## src/rtl/aes_core_arbiter.sv

```systemverilog
// Round-robin arbiter that lends a single AES decryption core to NUM_REQ requesters,
// sequencing key settle, START/DONE, response handshake and core release.
module aes_core_arbiter #(
  parameter int NUM_REQ     = 4,
  parameter int KEY_SETTLE  = 12,
  parameter int TIMEOUT_CYC = 1024
) (
  input  logic                     clk_i,
  input  logic                     rst_ni,
  input  logic [NUM_REQ-1:0]       req_valid_i,
  output logic [NUM_REQ-1:0]       req_ready_o,
  input  logic [128*NUM_REQ-1:0]   req_key_i,
  input  logic [128*NUM_REQ-1:0]   req_msg_i,
  output logic [NUM_REQ-1:0]       rsp_valid_o,
  input  logic [NUM_REQ-1:0]       rsp_ready_i,
  output logic [127:0]             rsp_msg_o,
  output logic                     rsp_err_o,
  output logic                     aes_start_o,
  input  logic                     aes_done_i,
  output logic [127:0]             aes_key_o,
  output logic [127:0]             aes_msg_enc_o,
  input  logic [127:0]             aes_msg_dec_i,
  output logic                     busy_o
);

  localparam int IDX_W = (NUM_REQ > 1) ? $clog2(NUM_REQ) : 1;
  localparam int TMO_W = $clog2(TIMEOUT_CYC + 1);
  localparam int SET_W = (KEY_SETTLE > 0) ? $clog2(KEY_SETTLE + 1) : 1;
  localparam logic [TMO_W-1:0] TMO_LAST    = TMO_W'(TIMEOUT_CYC - 1);
  localparam logic [SET_W-1:0] SETTLE_LAST = SET_W'((KEY_SETTLE > 0) ? KEY_SETTLE - 1 : 0);
  localparam logic [IDX_W-1:0] IDX_MAX     = IDX_W'(NUM_REQ - 1);

  typedef enum logic [2:0] {
    S_IDLE,
    S_LAUNCH,
    S_RUN,
    S_RESPOND,
    S_RELEASE
  } state_e;

  state_e             state_q, state_d;
  logic [IDX_W-1:0]   rr_q, owner_q;
  logic [SET_W-1:0]   settle_q;
  logic [TMO_W-1:0]   tmo_q;
  logic [127:0]       aes_key_q, aes_msg_q, rsp_msg_q;
  logic               rsp_err_q;

  logic               grant_found;
  logic [IDX_W-1:0]   grant_idx;
  logic [IDX_W-1:0]   rr_next;
  logic [127:0]       grant_key, grant_msg;
  logic               accept;

  // Lowest valid index at or above rr_q wins; otherwise the lowest valid index overall (wrap).
  always_comb begin
    grant_found = 1'b0;
    grant_idx   = '0;
    for (int i = NUM_REQ - 1; i >= 0; i--) begin
      if (req_valid_i[i]) begin
        grant_found = 1'b1;
        grant_idx   = IDX_W'(i);
      end
    end
    for (int i = NUM_REQ - 1; i >= 0; i--) begin
      if (req_valid_i[i] && (IDX_W'(i) >= rr_q)) begin
        grant_idx = IDX_W'(i);
      end
    end
  end

  always_comb begin
    grant_key = '0;
    grant_msg = '0;
    for (int i = 0; i < NUM_REQ; i++) begin
      if (grant_idx == IDX_W'(i)) begin
        grant_key = req_key_i[128*i +: 128];
        grant_msg = req_msg_i[128*i +: 128];
      end
    end
  end

  assign rr_next = (grant_idx == IDX_MAX) ? '0 : grant_idx + IDX_W'(1);
  assign accept  = (state_q == S_IDLE) && grant_found;

  always_ff @(posedge clk_i or negedge rst_ni) begin
    if (!rst_ni) begin
      state_q <= S_IDLE;
    end else begin
      state_q <= state_d;
    end
  end

  always_comb begin
    state_d = state_q;
    case (state_q)
      S_IDLE:    if (grant_found) state_d = (KEY_SETTLE == 0) ? S_RUN : S_LAUNCH;
      S_LAUNCH:  if (settle_q == SETTLE_LAST) state_d = S_RUN;
      S_RUN:     if (aes_done_i || (tmo_q == TMO_LAST)) state_d = S_RESPOND;
      S_RESPOND: if (rsp_ready_i[owner_q]) state_d = S_RELEASE;
      S_RELEASE: if (!aes_done_i) state_d = S_IDLE;
      default:   state_d = S_IDLE;
    endcase
  end

  always_comb begin
    req_ready_o = accept ? (NUM_REQ'(1) << grant_idx) : '0;
    rsp_valid_o = (state_q == S_RESPOND) ? (NUM_REQ'(1) << owner_q) : '0;
    aes_start_o = (state_q == S_RUN);
    busy_o      = (state_q != S_IDLE);
  end

  // DONE is checked before the timeout so a completion on the last allowed cycle still wins.
  always_ff @(posedge clk_i or negedge rst_ni) begin
    if (!rst_ni) begin
      rr_q      <= '0;
      owner_q   <= '0;
      settle_q  <= '0;
      tmo_q     <= '0;
      aes_key_q <= '0;
      aes_msg_q <= '0;
      rsp_msg_q <= '0;
      rsp_err_q <= 1'b0;
    end else begin
      if (accept) begin
        owner_q   <= grant_idx;
        rr_q      <= rr_next;
        aes_key_q <= grant_key;
        aes_msg_q <= grant_msg;
        settle_q  <= '0;
        tmo_q     <= '0;
      end
      if (state_q == S_LAUNCH) begin
        settle_q <= settle_q + SET_W'(1);
      end
      if (state_q == S_RUN) begin
        tmo_q <= tmo_q + TMO_W'(1);
        if (aes_done_i) begin
          rsp_msg_q <= aes_msg_dec_i;
          rsp_err_q <= 1'b0;
        end else if (tmo_q == TMO_LAST) begin
          rsp_msg_q <= '0;
          rsp_err_q <= 1'b1;
        end
      end
    end
  end

  assign aes_key_o     = aes_key_q;
  assign aes_msg_enc_o = aes_msg_q;
  assign rsp_msg_o     = rsp_msg_q;
  assign rsp_err_o     = rsp_err_q;

endmodule

```

## config.mk

```make
export PLATFORM = sky130hd
export DESIGN_NAME = aes_core_arbiter
export DESIGN_NICKNAME = d
export VERILOG_FILES = /design/src/rtl/aes_core_arbiter.sv
export SDC_FILE = /design/constraint.sdc
export NUM_CORES = 1
export LEC_CHECK = 0
export BUFFER_PORTS_ARGS = -buffer_cell sky130_fd_sc_hd__buf_4
export CORE_AREA = 2 2 613 615
export CTS_CLUSTER_SIZE = 20
export DETAILED_ROUTE_END_ITERATION = 8
export DIE_AREA = 0 0 615 617
export PLACE_DENSITY = 0.3
export REMOVE_ABC_BUFFERS = 1
export SKIP_CTS_REPAIR_TIMING = 1
export SYNTH_ARGS = -nofsm -noshare
export SYNTH_HDL_FRONTEND = slang
export SYNTH_SLANG_ARGS = --single-unit
```

## constraint.sdc

```tcl
create_clock -name clk_i -period 7.2 [get_ports clk_i]
set_input_delay 1.08 -clock clk_i [delete_from_list [all_inputs] [get_ports clk_i]]
set_output_delay 1.08 -clock clk_i [all_outputs]
set_load 0.01 [all_outputs]
```

# Yosys cells after proc, flatten, opt, wreduce, memory -nomap -nowiden
# Cells that the tools add are included.
# totals
reg_bits,407
output_inout_bits,395
wordCells,86
# classes
addsub,3
n_lt_le_gt_ge,5
eq_ne,14
shift,2
mux,39
reduce_logical,14
# ops
cell,count
2-to-1 mux 128 bit,10
2-to-1 mux 11 bit,2
2-to-1 mux 2 bit,9
2-to-1 mux 4 bit,4
2-to-1 mux 3 bit,5
one-hot mux 3 bit (5 select lines),1
"adder 11 x 1 -> 11 bit, second input constant",1
"== test 11 x 10 -> 1 bit, second input constant",1
"!= test 2 bit, second input constant",4
"left shift 1 x 2 -> 4 bit, first input constant",2
2-to-1 mux 1 bit,7
"== test 3 x 2 -> 1 bit, second input constant",2
nonzero test 2 bit,3
logical AND 1 bit,5
AND reduction 5 bit,1
"adder 4 x 1 -> 4 bit, second input constant",1
"== test 2 bit, second input constant",2
"== test 4 bit, second input constant",1
">= comparator 1 x 2 -> 1 bit, first input constant",2
">= comparator 2 bit, first input constant",2
"== test 3 x 1 -> 1 bit, second input constant",1
"== test 3 bit, second input constant",1
zero test 3 bit,1
"less-than comparator 2 x 3 -> 1 bit, second input constant",1
other kinds (8),8

# Longest topological paths before layout
# Gate-level depths: netlist of the first run.
# depth
depth_word,13
ltp_mapped,10
ltp_nobuf,7

# Worst setup path before layout of the first run
# No wires, ideal clock.
# synth_path
path_kind,input -> output
startpoint,input req_valid_i[2]
endpoint,output req_ready_o[3]
arrival_time_ps,2814
t_required_ps,6120
slack_ps,3306
stages,9
cell_sequence,mux2i_1 > nor2_1 > nor3_1 > ha_1 > clkbuf_1 > buf_2 > buf_2 > clkbuf_1 > and3_1
# synth_via
elab_chain_cells,9
word_cells_on_any_way,14
# synth_rtl
element,line,rtl
"start, declared",10,"input logic [NUM_REQ-1:0] req_valid_i,"
2-to-1 mux 2 bit (3 in a row),59,if (req_valid_i[i]) begin
2-to-1 mux 2 bit,65,if (req_valid_i[i] && (IDX_W'(i) >= rr_q)) begin
2-to-1 mux 2 bit (*) (3 in a row),65,
named net grant_idx[0],49,logic [IDX_W-1:0] grant_idx;
left shift 1 x 2 -> 4 bit (*),106,req_ready_o = accept ? (NUM_REQ'(1) << grant_idx) : '0;
2-to-1 mux 4 bit (*),106,
"end, declared",11,"output logic [NUM_REQ-1:0] req_ready_o,"
# The timed path passes the listed nets; every way through them passes the cells marked *.

# Final worst setup path of the first run
# layout_path
startpoint,register rr_q[1]
endpoint,output req_ready_o[1]
# layout_via
elab_chain_cells,8
word_cells_on_any_way,14
# layout_rtl
element,line,rtl
"start, declared",42,"logic [IDX_W-1:0] rr_q, owner_q;"
"start signal, assigned",126,rr_q <= rr_next;
>= comparator 2 bit,65,
logical AND 1 bit,65,
2-to-1 mux 2 bit (3 in a row),65,
2-to-1 mux 2 bit (*),65,
named net grant_idx[0],49,
left shift 1 x 2 -> 4 bit (*),106,
2-to-1 mux 4 bit (*),106,
# Marks and branches as above.

==> summary.txt, run 1 <==
Status = completed
1st-pass router iterations = 5
Combinational share of power = 51.8%
Clock sinks = 407
Top-count cell post-synth = a21oi_1
Number of cell rows = 225
Synth Cell Area = 25430 um^2
Via count = 31923
Largest net degree at the start of global routing = 166
Gate Count Post-Synth = 3054
Die Y = 617 um
Setup crit start kind = register
Delay of the slowest cell on the worst path = 0.72 ns
Die width = 615 um
Fillers = 43277
Nets = 5562
Period utilisation layout = 64.50%
Main flop type after synthesis = dfrtp_1
Pin slew with the least headroom to its limit = 1.381 ns
DRC marker count from the first detailed-route iteration = 2171
Rel. slew slack = 7.913%
Die ar. = 379500 um^2
Synth top area share = 40.06%
Sequential fraction of the synthesis area = 40.06%
Commonest cells in the netlist = 517 x a21oi_1, 407 x dfrtp_1, 265 x nand2_1, 261 x inv_1, 258 x a31oi_1
Syn Area/Cell = 8.326 um^2
Post-synth EDFFs = 0
Dominant cells by area after synthesis = dfrtp_1 40%, a21oi_1 10%, a221o_1 10%
Power Dens Cells = 352.0 nW/um^2
Maximum vdd drop = 0.1798 mV
Routed Antenna Nets = 0
Sequential Power Share = 24.0%
Final setup fails = 0
Initial Utilization = 6.806%
Setup TNS Final = 0 ns
FF/Latch Area = 10180 um^2
Crit path kind = register to output pin
WL per Instance = 27.72 um
Power Total = 15.92 mW
Register clock-pin slew on the reported worst setup and hold paths = 0.06 ns
Worst-Skew Late Latency = 0.81 ns
CP top delay family = simple AND/OR/NAND/NOR gates
Total clock buffers created by CTS = 76
Multi-input gate area = 12910 um^2
Biggest area consumer among synthesized cells = dfrtp_1
Fin. Hold Viols = 0
Buf/Inv on CP = 1
Critical path arrival = 3.56 ns
Setup WS pre-CTS = 2.462 ns
Top fanout value on the critical path = 26
Core area = 373600 um^2
Slowest cell on crit path = ha_4
Required @ worst endpoint = 6.12 ns
Min Tclk post-route = 4.644 ns
Max-Cap Viols = 0
WHS = 0.3605 ns
Flop2flop setup slack = 3.32 ns
Async SR Flop Fraction = 100.0%
Root buffer cell = clkbuf_16
HP Class = input port to asynchronous set/reset pin
Vias in the first global route = 32570
Final worst slack = 2.556 ns
Yosys Warn Count = 0
Top Ports = 1558
Clk network pwr share = 24.3%
Sw Pwr = 7.117 mW
Via-to-Cell Ratio = 3.372
Clk_skew = 0.05340 ns
Cell variety after synth = 55
Global-route usage over all layers = 13.23%
Crit path capture type = output pin
Internal power = 8.807 mW
TritonCTS clock tree = done
Synth-to-layout area growth = 77.95%
Switching share of power = 44.69%
Clock buffer depth = 4
RePlAce Congestion = 0.8672
Antenna violations before repair = 117
Layout cell share with drive strength beyond 1 = 39.20%
Routed wire length = 262500 um
CTS H-tree lvls = 3
Max Freq = 215.3 MHz
FF+latch count, synth = 407
RSZ-0062 raised after global routing = no
Static leakage = 18.43 nW
First-pass GRT wire length = 338100 um
Port-buffer cells = 1557
DRC Markers = 0
Post-DP HPWL = 209900 um
Fin. max-slew vios = 0
Gr ovfl total = 0
Crit path cell chain = mux2i_1, nor2_1, nor3_1, ha_4, and3_1, buf_4
registers in the layout, indices dropped and copies added (netlist names), 2 cells and up:
name	cells
aes_key_o	128
aes_msg_enc_o	128
rsp_msg_o	128
tmo_q	11
settle_q	4
state_q	3
owner_q	2
rr_q	2
logic make-up (layout without fill, tap and decap cells):
logic type / count (synthesis) / in the layout / synth area share [%]
AO/OA/AOI/OAI: 1318 / 1318 / 33.76
AND/OR/NAND/NOR: 705 / 705 / 16.08
other: 0 / 33 / 0
flip-flops: 407 / 407 / 40.06
buffers and inverters: 611 / 1998 / 9.477
multiplexers: 7 / 7 / 0.3346
adder cells (fa/ha/maj): 6 / 6 / 0.2952
per-stage QoR:
stage,cell area (um^2),utilization [%],cells
floorplan,24000,-,2706
CTS,45160,12.09,9435
global route,45190,12.10,9447
detailed placement,42670,11.42,9309
finish,45250,12.11,9468
global placement,42670,11.42,9309
worst register-to-register path: stages, from the launching register on:
cell and delay, ns:
dfrtp_1 0.42, mux2i_1 0.25, nor2_1 0.11, nor3_1 0.61, ha_4 0.72, buf_12 0.57
nand3b_1 0.63, a221o_1 0.31, a31oi_1 0.11
metal layers:
metal	wire, um	GRT usage, %	share of wire [%]	vias up
li1	-	-	-	13978
met4	5473	2.755	2.1	68
met1	97120	14.29	37	16242
met3	20550	4.384	7.8	321
met5	453	0	0.17	-
met2	138900	24.77	53	1314
power by group through the flow:
stage / Sequential, mW / Clock, mW / Combinational [mW]
after floorplan: 3.99 / 0 / 4.72
after global placement: 3.84 / 0 / 8.55
after detailed placement: 3.85 / 0 / 8.53
after CTS: 3.84 / 4.08 / 8.55
after global routing: 3.93 / 4.13 / 8.99
final: 3.82 / 3.86 / 8.25
placed cells by master, fill, tap and decap left out, types with 5 or more instances in the layout:
| master | count |
|---|---|
| clkinvlp_4 | 5 |
| a31oi_1 | 258 |
| nand2_1 | 265 |
| buf_4 | 1588 |
| clkbuf_8 | 20 |
| a22oi_1 | 128 |
| diode_2 | 33 |
| a221o_1 | 256 |
| buf_12 | 20 |
| a21oi_1 | 517 |
| and3_1 | 5 |
| nor2_1 | 8 |
| nand3_1 | 6 |
| inv_1 | 261 |
| nand3b_1 | 257 |
| o21ai_0 | 140 |
| dfrtp_1 | 407 |
| nand2b_1 | 133 |
| bufinv_16 | 5 |
| clkbuf_1 | 12 |
| clkbuf_16 | 77 |
worst paths after layout:
check | start | to | depth (start not counted)
worst max register to register | rr_q[1]$_DFFE_PN0P_ | aes_msg_enc_o[109]$_DFFE_PN0P_ | 8
worst max-delay path | rr_q[1]$_DFFE_PN0P_ | req_ready_o[1] | 6
worst min register to register | tmo_q[10]$_DFFE_PN0P_ | tmo_q[10]$_DFFE_PN0P_ | 1
min in group clk_i | tmo_q[10]$_DFFE_PN0P_ | tmo_q[10]$_DFFE_PN0P_ | 1
max in group asynchronous | rst_ni | aes_key_o[122]$_DFFE_PN0P_ | 3
worst min-delay path | rst_ni | rsp_msg_o[66]$_DFFE_PN0P_ | 1
layout make-up:
class | instances | share of cell area (%)
diodes | 33 | 0.1825
well taps | 4994 | 13.81
multi-input cells | 2036 | 28.53
clock buffers | 109 | 4.967
repair buffers | 1609 | 27.27
inverters | 263 | 2.182
clock inverters | 17 | 0.5503
flip-flops and latches | 407 | 22.51
No activity file was read; power rests on OpenSTA's default activity.
==> run 2, diff against run 1 <==
Clock period 7.2 ns to 4.45 ns, I/O delays scaled along.
==> run 2 against run 1 <==
Effect of this change:
- global-route usage increased by 0.065 points
- largest power group unchanged
- utilization grew 0.074 points
- setup slack worse by 2.1 ns
- clock skew increased by 0.012 ns
- hold slack worse by 0.24 ns
- non-clock buffer count grew 42
- critical path depth increased by 1
- cell area rose by 0.61%
- die area unchanged
- register-to-register slack worse by 2.1 ns
==> summary.txt, run 2 (synthesis gave the netlist of run 1 again) <==
Via-to-Cell Ratio = 3.349
First-pass GRT wire length = 338100 um
Worst setup path endpoint = req_ready_o[2]
Critical path arrival = 3.32 ns
Root buffer cell = clkbuf_16
Fin. max-slew vios = 0
Routed Antenna Nets = 0
Power Dens Cells = 559.9 nW/um^2
Number of cell rows = 225
Final setup fails = 0
Top Ports = 1558
Maximum vdd drop = 0.3793 mV
DRC Markers = 0
Reg-to-reg startpoint = rr_q[1]$_DFFE_PN0P_
Via count = 31885
Final worst slack = 0.4630 ns
HP Class = input port to register
Max Freq = 250.8 MHz
Nets = 5600
CP startpoint = rr_q[1]$_DFFE_PN0P_
RSZ-0062 raised after global routing = no
R2R depth = 9
Register clock-pin slew on the reported worst setup and hold paths = 0.06 ns
Status = completed
FF-to-FF End = aes_key_o[36]$_DFFE_PN0P_
Top fanout value on the critical path = 22
Max-Cap Viols = 0
Largest net degree at the start of global routing = 131
Period utilisation layout = 89.60%
RePlAce Congestion = 0.8706
Port-buffer cells = 1557
Required @ worst endpoint = 3.78 ns
Most common cell after layout, fill and taps aside = buf_4
Core area = 373600 um^2
Global-route usage over all layers = 13.29%
Die width = 615 um
1st-pass router iterations = 5
TritonCTS clock tree = done
Routed wire length = 263700 um
Commonest cells after routing, fill and taps aside = 1611 x buf_4, 517 x a21oi_1, 407 x dfrtp_1
WHS = 0.1157 ns
Antenna violations before repair = 141
Die ar. = 379500 um^2
Crit path kind = register to output pin
Total clock buffers created by CTS = 72
Static leakage = 18.56 nW
Clk_skew = 0.06554 ns
Fin. Hold Viols = 0
Fin util = 12.19%
Vias in the first global route = 32611
Pin slew with the least headroom to its limit = 1.184 ns
Crit path capture type = output pin
Gr ovfl total = 0
CTS H-tree lvls = 3
DRC marker count from the first detailed-route iteration = 2051
Layout cell share with drive strength beyond 1 = 39.32%
Worst-Skew Late Latency = 0.79 ns
Setup WS pre-CTS = 0.4639 ns
Setup crit start kind = register
Clock sinks = 407
Min Tclk post-route = 3.987 ns
Flop2flop setup slack = 1.27 ns
Die Y = 617 um
Rel. slew slack = 21.07%
Hold Path Cell Cnt = 3
Initial Utilization = 6.806%
WL per Instance = 27.70 um
Synth-to-layout area growth = 79.04%
Post-DP HPWL = 216100 um
Clock buffer depth = 4
[run 2: how the worst min path moves through the flow]
stage                     slack [ns]                          to             startpoint
final                           0.12   rsp_msg_o[76]$_DFFE_PN0P_      aes_msg_dec_i[76]
after global routing            0.06   rsp_msg_o[25]$_DFFE_PN0P_      aes_msg_dec_i[25]
after CTS                      -0.10  rsp_msg_o[103]$_DFFE_PN0P_                 rst_ni
after detailed placement        0.47       tmo_q[10]$_DFFE_PN0P_  tmo_q[10]$_DFFE_PN0P_
after global placement          0.46       tmo_q[10]$_DFFE_PN0P_  tmo_q[10]$_DFFE_PN0P_
after floorplan                 0.37    aes_key_o[0]$_DFFE_PN0P_                 rst_ni
[run 2: power breakdown]
| part | internal, mW | leakage [nW] | switching [mW] |
|---|---|---|---|
| sequential | 5.07 | 4.34 | 1.05 |
| combinational | 5.64 | 13.2 | 8.04 |
| clock | 3.34 | 1.07 | 2.35 |
| total | 14.0 | 18.6 | 11.4 |
[run 2: critical path, cell delays in order, from the launching register on]
cell and delay, ns:
dfrtp_1 0.44, nand2b_1 0.18, a21oi_1 0.28, or3_1 0.28, ha_4 0.34, buf_12 0.25
and3_1 0.51, buf_4 0.21
[run 2: final cells by class]
type                            count  area [um^2]
Clock buffer                      108         2017
Multi-Input combinational cell   2036        12910
Tap cell                         4994         6248
Fill cell                       43350       328100
Timing Repair Buffer             1651        12880
Clock inverter                     11        170.2
Antenna cell                       50        125.1
Sequential cell                   407        10180
Inverter                          263        987.2
[run 2: stage by stage]
| stage | total power [mW] | setup TNS [ns] | cells | cell area [um^2] |
|---|---|---|---|---|
| detailed placement | 20.32 | 0 | 9350 | 43200 |
| finish | 25.49 | 0 | 9520 | 45520 |
| global route | 27.28 | 0 | 9485 | 45440 |
| global placement | 20.34 | 0 | 9350 | 43200 |
| CTS | 26.35 | -0.05705 | 9469 | 45390 |
| floorplan | 12.92 | -4602.87 | 2706 | 24000 |
[run 2: per-layer routing]
| layer | track usage (%) | wire [um] | up-vias |
|---|---|---|---|
| met5 | 0 | 609 | - |
| li1 | - | - | 14082 |
| met4 | 3.316 | 7346 | 96 |
| met1 | 13.72 | 93620 | 16142 |
| met2 | 24.71 | 138200 | 1226 |
| met3 | 5.371 | 23910 | 339 |
==> run 3, diff against run 2 <==
Settings changed: GPL_TIMING_DRIVEN set to 1, PLACE_DENSITY 0.3 to unset, SKIP_LAST_GASP set to 1.
==> run 3 against run 2 <==
Effect of this change:
- clock power grew 3%
- hold slack got worse by 0.0073 ns
- sequential share of layout area down 0.11 points
- register-to-register slack about the same
- via count increased by 4.2%
==> summary.txt, run 3 (synthesis gave the netlist of run 1 again) <==
1st-pass router iterations = 8
First-pass GRT wire length = 362900 um
Commonest cells after routing, fill and taps aside = 1633 x buf_4, 517 x a21oi_1, 407 x dfrtp_1
Min Tclk post-route = 3.794 ns
Via count = 33224
Fin. Hold Viols = 0
RePlAce Congestion = 0.9429
Root buffer cell = clkbuf_16
Power Dens Cells = 563.4 nW/um^2
Period utilisation layout = 85.25%
WL per Instance = 30.80 um
Total clock buffers created by CTS = 72
Hold_sp = aes_msg_dec_i[1]
Worst-Skew Late Latency = 0.78 ns
Fillers = 43188
Clock buffer depth = 4
Max-Cap Viols = 0
Crit path cell chain = nand2b_1, a21oi_1, or3_1, ha_4, and3_1, buf_4
Gr ovfl total = 0
Met2 routed WL = 142000 um
Status = completed
CP startpoint = rr_q[1]$_DFFE_PN0P_
CP top delay family = simple AND/OR/NAND/NOR gates
Maximum vdd drop = 0.3170 mV
Initial Utilization = 6.806%
Routed wire length = 294500 um
Top Ports = 1558
RSZ-0062 raised after global routing = no
Non-filler instance count after layout = 9564
Most common cell after layout, fill and taps aside = buf_4
Nets = 5615
Die ar. = 379500 um^2
Clk_skew = 0.06101 ns
Fin util = 12.25%
Top Metal Used = met5
Slowest cell on crit path = ha_4
Port-buffer cells = 1557
Clock sinks = 407
Crit path kind = register to output pin
Max Freq = 263.6 MHz
Layout cell share with drive strength beyond 1 = 39.84%
Via-to-Cell Ratio = 3.474
Setup TNS Final = 0 ns
Required @ worst endpoint = 3.78 ns
Placed Instances = 9365
Antenna violations before repair = 264
Final setup fails = 0
Reg-to-reg startpoint = rr_q[1]$_DFFE_PN0P_
CTS H-tree lvls = 3
Routed Antenna Nets = 0
Top fanout value on the critical path = 13
Buf/Inv on CP = 1
TritonCTS clock tree = done
Global-route usage over all layers = 14.82%
Rel. slew slack = 30.86%
Met1 Wirelength = 98900 um
Pin slew with the least headroom to its limit = 1.037 ns
Delay of the slowest cell on the worst path = 0.65 ns
Fin. max-slew vios = 0
Met3 wire length = 38560 um
Synth-to-layout area growth = 79.92%
Largest net degree at the start of global routing = 129
Setup crit start kind = register
Register clock-pin slew on the reported worst setup and hold paths = 0.06 ns
DRC marker count from the first detailed-route iteration = 3058
Power Total = 25.77 mW
HP Class = input port to register
Vias in the first global route = 30834
DRC Markers = 0
Core area = 373600 um^2
Post-DP HPWL = 253100 um
Number of cell rows = 225
Crit path capture type = output pin
Die width = 615 um
Static leakage = 18.68 nW
Die Y = 617 um
Critical path arrival = 3.13 ns
==> run 3: worst min-delay path: cells and delay by family <==
kind,cells,cell delay (ns)
compound gates,2,0.11
buf+inv,1,0.08
==> run 3: layer usage <==
layer,GRT usage [%],vias to the layer above
li1,-,14141
met1,14.83,16167
met2,25.20,2042
met3,8.599,698
met4,5.786,176
met5,0,-
==> run 3: final timing paths <==
| path | to | slack, ns | cells after the start |
|---|---|---|---|
| setup / recovery | req_ready_o[2] | 0.66 | 6 |
| hold / removal | rsp_msg_o[1]$_DFFE_PN0P_ | 0.11 | 3 |
| setup reg to reg | aes_key_o[22]$_DFFE_PN0P_ | 1.26 | 8 |
| hold reg to reg | tmo_q[10]$_DFFE_PN0P_ | 0.48 | 1 |
| max in group asynchronous | aes_msg_enc_o[58]$_DFFE_PN0P_ | 2.73 | 3 |
| min in group asynchronous | tmo_q[4]$_DFFE_PN0P_ | 0.59 | 2 |
==> run 3: final cells by class <==
| type | instances | area, um^2 | area share [%] |
|---|---|---|---|
| antenna | 77 | 192.7 | 0.4212 |
| clock buffer | 103 | 2111 | 4.614 |
| clock inverter | 18 | 210.2 | 0.4595 |
| inverter | 263 | 987.2 | 2.158 |
| multi-input combinational | 2036 | 12910 | 28.22 |
| sequential | 407 | 10180 | 22.26 |
| tap | 4994 | 6248 | 13.66 |
| timing repair buffer | 1666 | 12900 | 28.21 |
==> run 3: where the power goes <==
part           switching [mW]  total [mW]  internal [mW]
Combinational            8.19        13.9           5.67
Sequential              0.991        6.06           5.07
Clock                    2.39        5.85           3.46
==> run 3: metrics by stage <==
step / instance area (um^2) / hold WS [ns] / setup WS [ns]
global placement: 43230 / 0.4554 / 0.8730
detailed placement: 43230 / 0.4773 / 0.9150
floorplan: 24000 / 0.3719 / -14.42
finish: 45750 / 0.1085 / 0.6563
global route: 45640 / 0.05861 / 0.4058
CTS: 45550 / -0.07876 / 0.4393
